==> config.mk <==
export PLATFORM = sky130hd
export DESIGN_NAME = day1_seq_flat
export DESIGN_NICKNAME = d
export VERILOG_FILES = /design/src/rtl/day1_seq_pkg.sv /design/src/rtl/day1_seq_if.sv /design/src/rtl/day1_seq_fifo.sv /design/src/rtl/day1_seq.sv /design/src/flat_wrapper.sv
export SDC_FILE = /design/constraint.sdc
export NUM_CORES = 1
export LEC_CHECK = 0
export BUFFER_PORTS_ARGS = -buffer_cell sky130_fd_sc_hd__buf_4
export CAP_MARGIN = 0
export CORE_ASPECT_RATIO = 0.5
export CORE_MARGIN = 4
export CORE_UTILIZATION = 50
export CTS_CLUSTER_DIAMETER = 40
export DETAILED_ROUTE_END_ITERATION = 8
export HOLD_SLACK_MARGIN = 0.12
export PLACE_DENSITY = 0.75
export SETUP_SLACK_MARGIN = 0.3
export SYNTH_ARGS = -nofsm -noshare
export SYNTH_HDL_FRONTEND = slang
export SYNTH_HIERARCHICAL = 1
export SYNTH_SLANG_ARGS = --single-unit
==> constraint.sdc <==
create_clock -name clock -period 5.6 [get_ports clock]
set_input_delay 0.28 -clock clock [delete_from_list [all_inputs] [get_ports clock]]
set_output_delay 0.28 -clock clock [all_outputs]
set_load 0.005 [all_outputs]
==> src/rtl/day1_seq_pkg.sv <==
// Shared AoC package: dial rotation direction, sequencer state encoding,
// and the instruction record that travels through the instruction FIFO.
package day1_seq_pkg;

    typedef enum logic {
        LEFT  = 1'b0,
        RIGHT = 1'b1
    } rotDir_t;

    typedef enum logic [2:0] {
        IDLE,
        CLEAR,
        RUN,
        DRAIN,
        DONE
    } seq_state_t;

    // One buffered instruction; 'last' rides along so the sequencer knows
    // when the final instruction of the job leaves the FIFO.
    typedef struct packed {
        logic        last;
        rotDir_t     dir;
        logic [31:0] clicks;
    } instr_t;

    localparam int          INSTR_W   = $bits(instr_t);
    localparam logic [31:0] COUNT_MAX = 32'hFFFF_FFFF;

endpackage

==> src/rtl/day1_seq_if.sv <==
// Bundle of the sequencer's handshake and datapath signals.
//   slave  : view of the sequencer (day1_seq)
//   master : view of the environment (instruction source, dial datapath,
//            result consumer)
// Signals: start; in_valid/in_ready/in_dir/in_clicks/in_last (instruction
// stream); dp_clear/dp_step/dp_direction/dp_clicks/dp_password (datapath);
// busy, result_valid/result_ready/result, instr_count (status and result).
interface day1_seq_if;

    logic                     start;
    logic                     in_valid;
    logic                     in_ready;
    day1_seq_pkg::rotDir_t    in_dir;
    logic [31:0]              in_clicks;
    logic                     in_last;
    logic                     dp_clear;
    logic                     dp_step;
    day1_seq_pkg::rotDir_t    dp_direction;
    logic [31:0]              dp_clicks;
    logic [31:0]              dp_password;
    logic                     busy;
    logic                     result_valid;
    logic                     result_ready;
    logic [31:0]              result;
    logic [31:0]              instr_count;

    modport slave (
        input  start, in_valid, in_dir, in_clicks, in_last, dp_password, result_ready,
        output in_ready, dp_clear, dp_step, dp_direction, dp_clicks,
               busy, result_valid, result, instr_count
    );

    modport master (
        output start, in_valid, in_dir, in_clicks, in_last, dp_password, result_ready,
        input  in_ready, dp_clear, dp_step, dp_direction, dp_clicks,
               busy, result_valid, result, instr_count
    );

endinterface

==> src/rtl/day1_seq_fifo.sv <==
// sync_fifo: small synchronous FIFO with a combinational head read.
// Ports: clock, reset (sync, active-high), clear (sync flush), push/din,
// pop/dout (dout is the current head), full, empty.
// A push arriving together with clear is kept: the FIFO restarts holding
// just that entry, so an instruction accepted during the clear cycle is
// not lost. Pop is ignored while clearing.
module sync_fifo #(
    parameter int WIDTH = 8,
    parameter int DEPTH = 4
) (
    input  logic             clock,
    input  logic             reset,
    input  logic             clear,
    input  logic             push,
    input  logic [WIDTH-1:0] din,
    input  logic             pop,
    output logic [WIDTH-1:0] dout,
    output logic             full,
    output logic             empty
);

    localparam int AW = (DEPTH > 1) ? $clog2(DEPTH) : 1;

    logic [AW-1:0]    wr_ptr_reg;
    logic [AW-1:0]    rd_ptr_reg;
    logic [AW:0]      count_reg;
    logic [WIDTH-1:0] slot_data [DEPTH];
    logic             do_push;
    logic             do_pop;
    logic [AW-1:0]    wr_idx;

    assign full    = (count_reg == (AW+1)'(DEPTH));
    assign empty   = (count_reg == '0);
    assign do_push = push && (clear || !full);
    assign do_pop  = pop && !empty && !clear;
    assign wr_idx  = clear ? '0 : wr_ptr_reg;
    assign dout    = slot_data[rd_ptr_reg];

    genvar gi;
    for (gi = 0; gi < DEPTH; gi++) begin : g_slot
        logic [WIDTH-1:0] slot_reg;
        always_ff @(posedge clock) begin
            if (do_push && (wr_idx == AW'(gi))) begin
                slot_reg <= din;
            end
        end
        assign slot_data[gi] = slot_reg;
    end

    always_ff @(posedge clock) begin
        if (reset) begin
            wr_ptr_reg <= '0;
            rd_ptr_reg <= '0;
            count_reg  <= '0;
        end else if (clear) begin
            wr_ptr_reg <= do_push ? AW'(1) : '0;
            rd_ptr_reg <= '0;
            count_reg  <= do_push ? (AW+1)'(1) : '0;
        end else begin
            if (do_push) begin
                wr_ptr_reg <= wr_ptr_reg + AW'(1);
            end
            if (do_pop) begin
                rd_ptr_reg <= rd_ptr_reg + AW'(1);
            end
            case ({do_push, do_pop})
                2'b10:   count_reg <= count_reg + (AW+1)'(1);
                2'b01:   count_reg <= count_reg - (AW+1)'(1);
                default: count_reg <= count_reg;
            endcase
        end
    end

endmodule

==> src/rtl/day1_seq.sv <==
// day1_seq: job sequencer for the AoC day-1 dial datapath. Buffers rotation
// instructions, issues them one per cycle to the datapath (dp_step), and
// captures the final password once the last instruction has settled.
// Ports: clock, reset (sync, active-high), bus (day1_seq_if.slave).
module day1_seq
    import day1_seq_pkg::*;
#(
    parameter int FIFO_DEPTH = 4,
    parameter int DP_LATENCY = 1
) (
    input logic       clock,
    input logic       reset,
    day1_seq_if.slave bus
);

    localparam int DW = (DP_LATENCY > 1) ? $clog2(DP_LATENCY) : 1;

    seq_state_t    state_reg;
    logic          last_accepted_reg;
    logic          dp_clear_reg;
    logic          dp_step_reg;
    rotDir_t       dp_dir_reg;
    logic [31:0]   dp_clicks_reg;
    logic          issue_last_reg;
    logic          busy_reg;
    logic          result_valid_reg;
    logic [31:0]   result_reg;
    logic [31:0]   instr_count_reg;
    logic [DW-1:0] drain_cnt_reg;

    instr_t fifo_din;
    instr_t fifo_head;
    logic   fifo_full;
    logic   fifo_empty;
    logic   fifo_clear;
    logic   in_ready;
    logic   push;
    logic   pop;
    logic   start_ok;

    assign fifo_din   = '{last: bus.in_last, dir: bus.in_dir, clicks: bus.in_clicks};
    assign fifo_clear = (state_reg == CLEAR);
    // No bypass: full blocks acceptance even when a pop happens this cycle.
    assign in_ready   = ((state_reg == CLEAR) || (state_reg == RUN))
                        && !fifo_full && !last_accepted_reg;
    assign push       = bus.in_valid && in_ready;
    assign pop        = (state_reg == RUN) && !fifo_empty;
    assign start_ok   = bus.start && ((state_reg == IDLE) || (state_reg == DONE));

    sync_fifo #(
        .WIDTH (INSTR_W),
        .DEPTH (FIFO_DEPTH)
    ) u_fifo (
        .clock (clock),
        .reset (reset),
        .clear (fifo_clear),
        .push  (push),
        .din   (fifo_din),
        .pop   (pop),
        .dout  (fifo_head),
        .full  (fifo_full),
        .empty (fifo_empty)
    );

    always_ff @(posedge clock) begin
        if (reset) begin
            state_reg         <= IDLE;
            last_accepted_reg <= 1'b0;
            dp_clear_reg      <= 1'b0;
            dp_step_reg       <= 1'b0;
            dp_dir_reg        <= LEFT;
            dp_clicks_reg     <= '0;
            issue_last_reg    <= 1'b0;
            busy_reg          <= 1'b0;
            result_valid_reg  <= 1'b0;
            result_reg        <= '0;
            instr_count_reg   <= '0;
            drain_cnt_reg     <= '0;
        end else begin
            dp_clear_reg   <= 1'b0;
            dp_step_reg    <= pop;
            issue_last_reg <= pop && fifo_head.last;

            // Issue registers hold their value across bubbles.
            if (pop) begin
                dp_dir_reg    <= fifo_head.dir;
                dp_clicks_reg <= fifo_head.clicks;
                if (instr_count_reg != COUNT_MAX) begin
                    instr_count_reg <= instr_count_reg + 32'd1;
                end
            end

            if (push && bus.in_last) begin
                last_accepted_reg <= 1'b1;
            end

            case (state_reg)
                CLEAR: begin
                    state_reg <= RUN;
                end
                RUN: begin
                    // Leave once the final instruction is on the datapath.
                    if (dp_step_reg && issue_last_reg) begin
                        state_reg     <= DRAIN;
                        drain_cnt_reg <= DW'(DP_LATENCY - 1);
                    end
                end
                DRAIN: begin
                    if (drain_cnt_reg == '0) begin
                        state_reg        <= DONE;
                        result_reg       <= bus.dp_password;
                        result_valid_reg <= 1'b1;
                        busy_reg         <= 1'b0;
                    end else begin
                        drain_cnt_reg <= drain_cnt_reg - DW'(1);
                    end
                end
                DONE: begin
                    if (bus.result_ready) begin
                        state_reg        <= IDLE;
                        result_valid_reg <= 1'b0;
                    end
                end
                default: begin
                    state_reg <= IDLE;
                end
            endcase

            // A new job overrides everything above; only reachable from
            // IDLE or DONE, where no push or pop can be in flight.
            if (start_ok) begin
                state_reg         <= CLEAR;
                dp_clear_reg      <= 1'b1;
                busy_reg          <= 1'b1;
                result_valid_reg  <= 1'b0;
                last_accepted_reg <= 1'b0;
                instr_count_reg   <= '0;
            end
        end
    end

    assign bus.in_ready     = in_ready;
    assign bus.dp_clear     = dp_clear_reg;
    assign bus.dp_step      = dp_step_reg;
    assign bus.dp_direction = dp_dir_reg;
    assign bus.dp_clicks    = dp_clicks_reg;
    assign bus.busy         = busy_reg;
    assign bus.result_valid = result_valid_reg;
    assign bus.result       = result_reg;
    assign bus.instr_count  = instr_count_reg;

endmodule

==> src/flat_wrapper.sv <==
// flat-port wrapper written by rule: the top's interface ports become plain ports
module day1_seq_flat import day1_seq_pkg::*;
#(
    parameter int FIFO_DEPTH = 4,
    parameter int DP_LATENCY = 1
)
  (clock, reset, bus_start, bus_in_valid, bus_in_dir, bus_in_clicks, bus_in_last, bus_dp_password, bus_result_ready, bus_in_ready, bus_dp_clear, bus_dp_step, bus_dp_direction, bus_dp_clicks, bus_busy, bus_result_valid, bus_result, bus_instr_count);
  day1_seq_if bus_i ();
  input logic clock;
  input logic reset;
  input wire logic [$bits(bus_i.start)-1:0] bus_start;
  input wire logic [$bits(bus_i.in_valid)-1:0] bus_in_valid;
  input wire logic [$bits(bus_i.in_dir)-1:0] bus_in_dir;
  input wire logic [$bits(bus_i.in_clicks)-1:0] bus_in_clicks;
  input wire logic [$bits(bus_i.in_last)-1:0] bus_in_last;
  input wire logic [$bits(bus_i.dp_password)-1:0] bus_dp_password;
  input wire logic [$bits(bus_i.result_ready)-1:0] bus_result_ready;
  output wire logic [$bits(bus_i.in_ready)-1:0] bus_in_ready;
  output wire logic [$bits(bus_i.dp_clear)-1:0] bus_dp_clear;
  output wire logic [$bits(bus_i.dp_step)-1:0] bus_dp_step;
  output wire logic [$bits(bus_i.dp_direction)-1:0] bus_dp_direction;
  output wire logic [$bits(bus_i.dp_clicks)-1:0] bus_dp_clicks;
  output wire logic [$bits(bus_i.busy)-1:0] bus_busy;
  output wire logic [$bits(bus_i.result_valid)-1:0] bus_result_valid;
  output wire logic [$bits(bus_i.result)-1:0] bus_result;
  output wire logic [$bits(bus_i.instr_count)-1:0] bus_instr_count;
  assign bus_i.start = bus_start;
  assign bus_i.in_valid = bus_in_valid;
  assign bus_i.in_dir = bus_in_dir;
  assign bus_i.in_clicks = bus_in_clicks;
  assign bus_i.in_last = bus_in_last;
  assign bus_i.dp_password = bus_dp_password;
  assign bus_i.result_ready = bus_result_ready;
  assign bus_in_ready = bus_i.in_ready;
  assign bus_dp_clear = bus_i.dp_clear;
  assign bus_dp_step = bus_i.dp_step;
  assign bus_dp_direction = bus_i.dp_direction;
  assign bus_dp_clicks = bus_i.dp_clicks;
  assign bus_busy = bus_i.busy;
  assign bus_result_valid = bus_i.result_valid;
  assign bus_result = bus_i.result;
  assign bus_instr_count = bus_i.instr_count;
  day1_seq #(.FIFO_DEPTH(FIFO_DEPTH), .DP_LATENCY(DP_LATENCY)) u_core (.clock(clock), .reset(reset), .bus(bus_i));
endmodule
==> impl_metrics.py, run 1 <==
metrics = {
    "floorplanning": {
        "core_area_sq_um": 18600,
        "num_rows": 35,
        "die_area_sq_um": 21500,
        "ios": 173,
        "die_h_um": 106,
        "die_w_um": 203,
        "initial_core_util_pct": 51.3,
    },
    "cts": {
        "clockRootBuffer": "clkbuf_16",
        "clkLatencyLatePin_ns": 0.51,
        "clock_sink_count": 249,
        "post_cts_resize_count": 0,
        "clk_path_buf_depth": 3,
        "cts_tree": "built",
        "clk_pin_slew_ns": 0.06,
        "cts_buffers": 22,
        "htreeDepth": 1,
    },
    "timing": {
        "drv_slew": 0,
        "worstMarginPinSlew_ns": 1.24,
        "finalHoldViolCount": 0,
        "skew_ns": 0.0155,
        "clock.fmax_mhz": 246,
        "fin_setup_tns_ns": 0,
        "setup_violations": 0,
        "rsz0062_at_grt": "false",
        "post-route-period-util_pct": 72.5,
        "fin_crit_ns": 4.06,
        "max_slew_margin_pct": 17.5,
    },
    "drt": {
        "vias": 6800,
        "detail-route-antenna-nets": 0,
        "drt_iter0_markers": 410,
        "post-route-drc-count": 0,
        "first_pass_iters": 5,
        "routed_wl_um": 21500,
        "vias_per_cell": 5.41,
        "drt-wirelength-per-cell_um": 17.1,
    },
    "critical_path": {
        "r2r_cells": 10,
        "cpMaxStageDelayCell": "or4b_2",
        "worstPathRequired_ns": 6.05,
        "crit_family": "simple AND/OR/NAND/NOR gates",
        "crit_buf_inv": 1,
        "crit_cells": 10,
        "worstPathArrival_ns": 4.51,
        "startpoint": "u_core/u_fifo/count_reg[2]",
        "endpoint_kind": "flip-flop",
        "path_class": "reg -> reg",
        "cp_max_fo": 44,
        "path_cells": "nor3_1, or4b_2, clkinv_4, nand2b_2, nor2_1, and2_1, fa_1, or4_1, a21oi_1, o31a_1",
        "cp-start-kind": "flip-flop",
        "max_stage_delay_ns": 0.83,
        "reg2reg_from": "u_core/u_fifo/count_reg[2]",
    },
    "synthesis": {
        "synth_top_area_share_pct": 42.9,
        "yosys-top-cells-count": "nand2_1, edfxtp_1, dfxtp_1, a21oi_1, mux4_2",
        "syn_inst": 754,
        "synth_nets": 827,
        "ys_types": 53,
        "synth_enable_flop_cells": 136,
        "async_reset_ff_share_pct": 0,
        "synth_area_sq_um": 9530,
        "yosysSeqAreaShare_pct": 66.6,
        "synth_top_area_cell": "edfxtp_1",
        "synth_area_leaders": "edfxtp_1, dfxtp_1, mux4_2, nand2_1, a21oi_1",
        "ys_warn_count": 6,
        "yosys_register_bits": 249,
        "synth_most_common_cell": "nand2_1",
        "syn_avg_cell_area_sq_um": 12.6,
        "ys.flop_type": "edfxtp_1",
    },
    "pwr": {
        "power.switching_uw": 741,
        "p_leak_uw": 0.00438,
        "pwr-share-clk_pct": 40.4,
        "p_int_uw": 2880,
        "pwr_density_cell_nw_per_um2": 292,
        "ir_drop_v": 0.000202,
        "finalPower_uw": 3630,
        "power.share.switching_pct": 20.4,
        "seqPwrFrac_pct": 54.3,
        "combPwrFrac_pct": 5.2,
    },
    "min_path": {
        "hp-start": "reset",
        "hold_class": "in -> reg",
        "hold_depth": 2,
    },
    "run": {
        "cap_viol_max_count": 0,
    },
    "place": {
        "gp_congestion": 0.829,
        "port-buffer-count": 172,
        "dp_hpwl_um": 13100,
        "dp_cells": 1149,
        "placed_cell_area_sq_um": 11000,
    },
    "layout": {
        "area_delta_synth_final_pct": 30.1,
        "stdcell_count": 1258,
        "final_area_sq_um": 12400,
        "antenna_cells": 0,
        "layout.nets": 1056,
        "largest_register_ffs": 136,
        "drive_gt1_share_pct": 25.5,
    },
    "global_routing": {
        "use_met2_pct": 34.5,
        "grt_pass1_vias": 6735,
        "grt-busiest-layer": "met2",
        "grt_overflow_total": 0,
        "track_usage_pct": 20.0,
        "grt_start_max_net_pins": 79,
        "antenna_found_initial": 0,
        "use_met1_pct": 26.4,
        "grt_pass1_wl_um": 34800,
        "grt_use_met3_pct": 3.20,
    },
    "status": {
        "outcome": "finished clean",
    },
}
[placed cells by master (no fill, tap or decap), types with 7 or more instances in the layout]
cell	n
a21oi_1	91
buf_4	175
clkbuf_16	22
dfxtp_1	111
dlygate4sd3_1	69
edfxtp_1	136
inv_1	7
mux4_2	34
nand2_1	150
nand3_1	15
nand4_1	8
nor2_1	32
nor3_1	8
o21ai_0	19
or3_1	13
xor2_1	15
[power groups by stage]
stage	registers [uW]	clock network, uW	logic [uW]
final	1970	1470	189
after global routing	1970	1580	207
after CTS	1970	1500	190
after detailed placement	2010	0	151
after global placement	2010	0	147
after floorplan	2010	0	72.2
[layout make-up]
class / instances / area, sq um
Timing Repair Buffer: 244 / 2000
Sequential cell: 249 / 6350
Fill cell: 1363 / 6170
Clock inverter: 8 / 72.6
Tap cell: 259 / 324
Clock buffer: 32 / 628
Multi-Input combinational cell: 458 / 2980
Inverter: 8 / 35.0
[worst register-to-register path, stage by stage, from the launching register on]
cell and delay, ns:
dfxtp_1 0.38, nor3_1 0.36, or4b_2 0.83, clkinv_4 0.59, nand2b_2 0.30, nor2_1 0.09
and2_1 0.19, fa_1 0.43, or4_1 0.53, a21oi_1 0.17, o31a_1 0.14
[routing by layer]
layer  part of all wire (%)  vias to the layer above
li1                       -                     3216
met1                     43                     3352
met2                     49                      189
met3                    4.8                       43
met4                    2.7                        0
met5                      0                        -
[logic make-up after synthesis]
kind of cell / Yosys count / share of synthesized area (%)
simple gates: 268 / 12.9
flops: 249 / 66.6
compound gates: 133 / 7.83
buf+inv: 47 / 2.28
mux: 36 / 8.25
xor+xnor: 19 / 1.75
fa+ha+maj: 2 / 0.341
[repair_timing]
action / in CTS / in global routing
hold buffers: 69 / 0
endpoints found under the hold margin: 172 / 0
setup buffers: 0 / 0
[path summary, 6_finish.rpt]
| path | to | slack [ns] |
|---|---|---|
| setup / recovery | u_core/u_fifo/count_reg[2] | 1.54 |
| hold / removal | u_core/bus.busy | 0.35 |
| setup reg to reg | u_core/u_fifo/count_reg[2] | 1.54 |
| hold reg to reg | u_core/bus.result[4] | 0.45 |
[stage by stage]
step	worst slack (ns)	utilization, %	hold WS [ns]
global placement	1.65	59.3	0.441
CTS	1.53	66.8	0.349
detailed placement	1.55	59.3	0.448
global route	1.08	66.8	0.411
floorplan	1.27	-	0.349
finish	1.54	66.8	0.352
No activity file was read; power rests on OpenSTA's default activity.
==> run 2, diff against run 1 <==
- clock period: 5.6 -> 4.2 ns (I/O delays scaled with it)
==> run 2 against run 1 <==
Clock power increased by 51%. Wire length increased by 0.67%. Via count decreased by 1.1%. First-iteration DRC count increased by 13%.
==> impl_metrics.py, run 2 (same netlist as run 1, synthesis figures left out) <==
metrics = {
    "cts": {
        "ctsHoldBuffers": 69,
        "clockRootBuffer": "clkbuf_16",
        "clk_pin_slew_ns": 0.06,
        "post_cts_resize_count": 0,
        "clk_path_buf_depth": 3,
        "clkLatencyLatePin_ns": 0.52,
        "htreeDepth": 1,
        "cts_setup_buffers": 0,
        "clock_sink_count": 249,
        "cts_buffers": 24,
        "cts_tree": "built",
    },
    "layout": {
        "drive_gt1_share_pct": 26.0,
        "layout_commonest_cell": "buf_4",
        "n_fill_cell": 1333,
        "multi_input_area_sq_um": 3000,
        "mostFrequentLayoutCells": "buf_4, nand2_1, edfxtp_1",
        "largest_register_ffs": 136,
        "antenna_cells": 0,
        "stdcell_count": 1265,
        "layout.nets": 1061,
        "area_delta_synth_final_pct": 31.7,
        "final-seq-area_sq_um": 6350,
    },
    "pwr": {
        "ir_drop_v": 0.000294,
        "p_leak_uw": 0.00444,
        "pwr_density_cell_nw_per_um2": 406,
    },
    "timing": {
        "max_slew_margin_pct": 18.5,
        "rsz0062_at_grt": "false",
        "fin_setup_tns_ns": 0,
        "setup_slack_ns": 0.960,
        "worstMarginPinSlew_ns": 1.22,
        "skew_ns": 0.0196,
        "setup_violations": 0,
        "fin_crit_ns": 3.24,
        "clock.fmax_mhz": 309,
        "drv_slew": 0,
        "finalHoldViolCount": 0,
        "post-route-period-util_pct": 77.1,
    },
    "drt": {
        "vias": 6722,
        "drt_iter0_markers": 465,
        "post-route-drc-count": 0,
        "detail-route-antenna-nets": 0,
        "drt-wirelength-per-cell_um": 17.1,
        "first_pass_iters": 5,
        "vias_per_cell": 5.31,
        "routed_wl_um": 21600,
    },
    "min_path": {
        "hold_class": "in -> reg",
        "hold_depth": 2,
    },
    "global_routing": {
        "track_usage_pct": 20.1,
        "grt_overflow_total": 0,
        "antenna_found_initial": 0,
        "grt_pass1_wl_um": 35200,
        "grt_pass1_vias": 6698,
        "grt_start_max_net_pins": 79,
    },
    "critical_path": {
        "cp_max_fo": 14,
        "r2r_cells": 10,
        "cpMaxStageDelayCell": "or4_1",
        "crit_path_frequent_cell": "and2_1",
        "path_cells": "or3b_2, inv_1, nor3_1, and2_1, nand2_1, and2_1, fa_1, or4_1, a21oi_1, o31a_1",
        "cp-start-kind": "flip-flop",
        "worstPathRequired_ns": 4.66,
        "endpoint_kind": "flip-flop",
        "path_class": "reg -> reg",
        "max_stage_delay_ns": 0.52,
        "r2r_slack_ns": 0.96,
        "worstPathArrival_ns": 3.70,
    },
    "floorplanning": {
        "die_w_um": 203,
        "die_area_sq_um": 21500,
        "die_h_um": 106,
        "core_area_sq_um": 18600,
        "num_rows": 35,
        "initial_core_util_pct": 51.3,
        "ios": 173,
    },
    "place": {
        "dp_cells": 1152,
        "port-buffer-count": 172,
        "dp_hpwl_um": 12800,
        "dp_slack_ns": 0.985,
        "gp_congestion": 0.806,
    },
    "status": {
        "outcome": "finished clean",
    },
    "run": {
        "cap_viol_max_count": 0,
    },
}
-- run 2: final cells by class --
cell class | count | share of cell area (%)
clock buffer | 33 | 5.30
clock inverter | 11 | 1.24
inverter | 8 | 0.279
multi-input combinational | 458 | 23.9
sequential | 249 | 50.6
tap | 259 | 2.58
timing repair buffer | 247 | 16.1
-- run 2: critical path, delay by kind of cell, from the launching register on --
kind | cells | cell delay (ns)
flops | 1 | 0.48
simple gates | 6 | 1.92
compound gates | 2 | 0.30
buf+inv | 1 | 0.06
fa+ha+maj | 1 | 0.43
-- run 2: final timing paths --
path / start / to
setup / recovery: u_core/u_fifo/count_reg[0] / u_core/u_fifo/count_reg[2]
hold / removal: reset / u_core/bus.busy
setup reg to reg: u_core/u_fifo/count_reg[0] / u_core/u_fifo/count_reg[2]
hold reg to reg: u_core/bus.dp_clicks[1] / u_core/bus.dp_clicks[1]
-- run 2: stage by stage --
stage	instance area, sq um	total power [uW]	hold slack, ns	utilization (%)
after CTS	12600	5140	0.241	67.6
after floorplan	9540	2770	0.279	-
after global routing	12600	5280	0.287	67.6
after global placement	11000	2870	0.412	59.5
after detailed placement	11000	2880	0.415	59.5
final	12600	5100	0.262	67.6
-- run 2: layer usage --
layer  share of wire [%]  vias to the layer above  global-route usage (%)
li1                    -                     3225                       -
met1                  42                     3257                    26.7
met2                  50                      212                    35.4
met3                 6.4                       28                    3.78
met4                 1.5                        0                    3.66
met5                   0                        -                       0
-- run 2: where the power goes --
part	internal (uW)	switching, uW	total (uW)
Sequential	2610	18.1	2630
Clock	1310	910	2220
Combinational	134	120	255
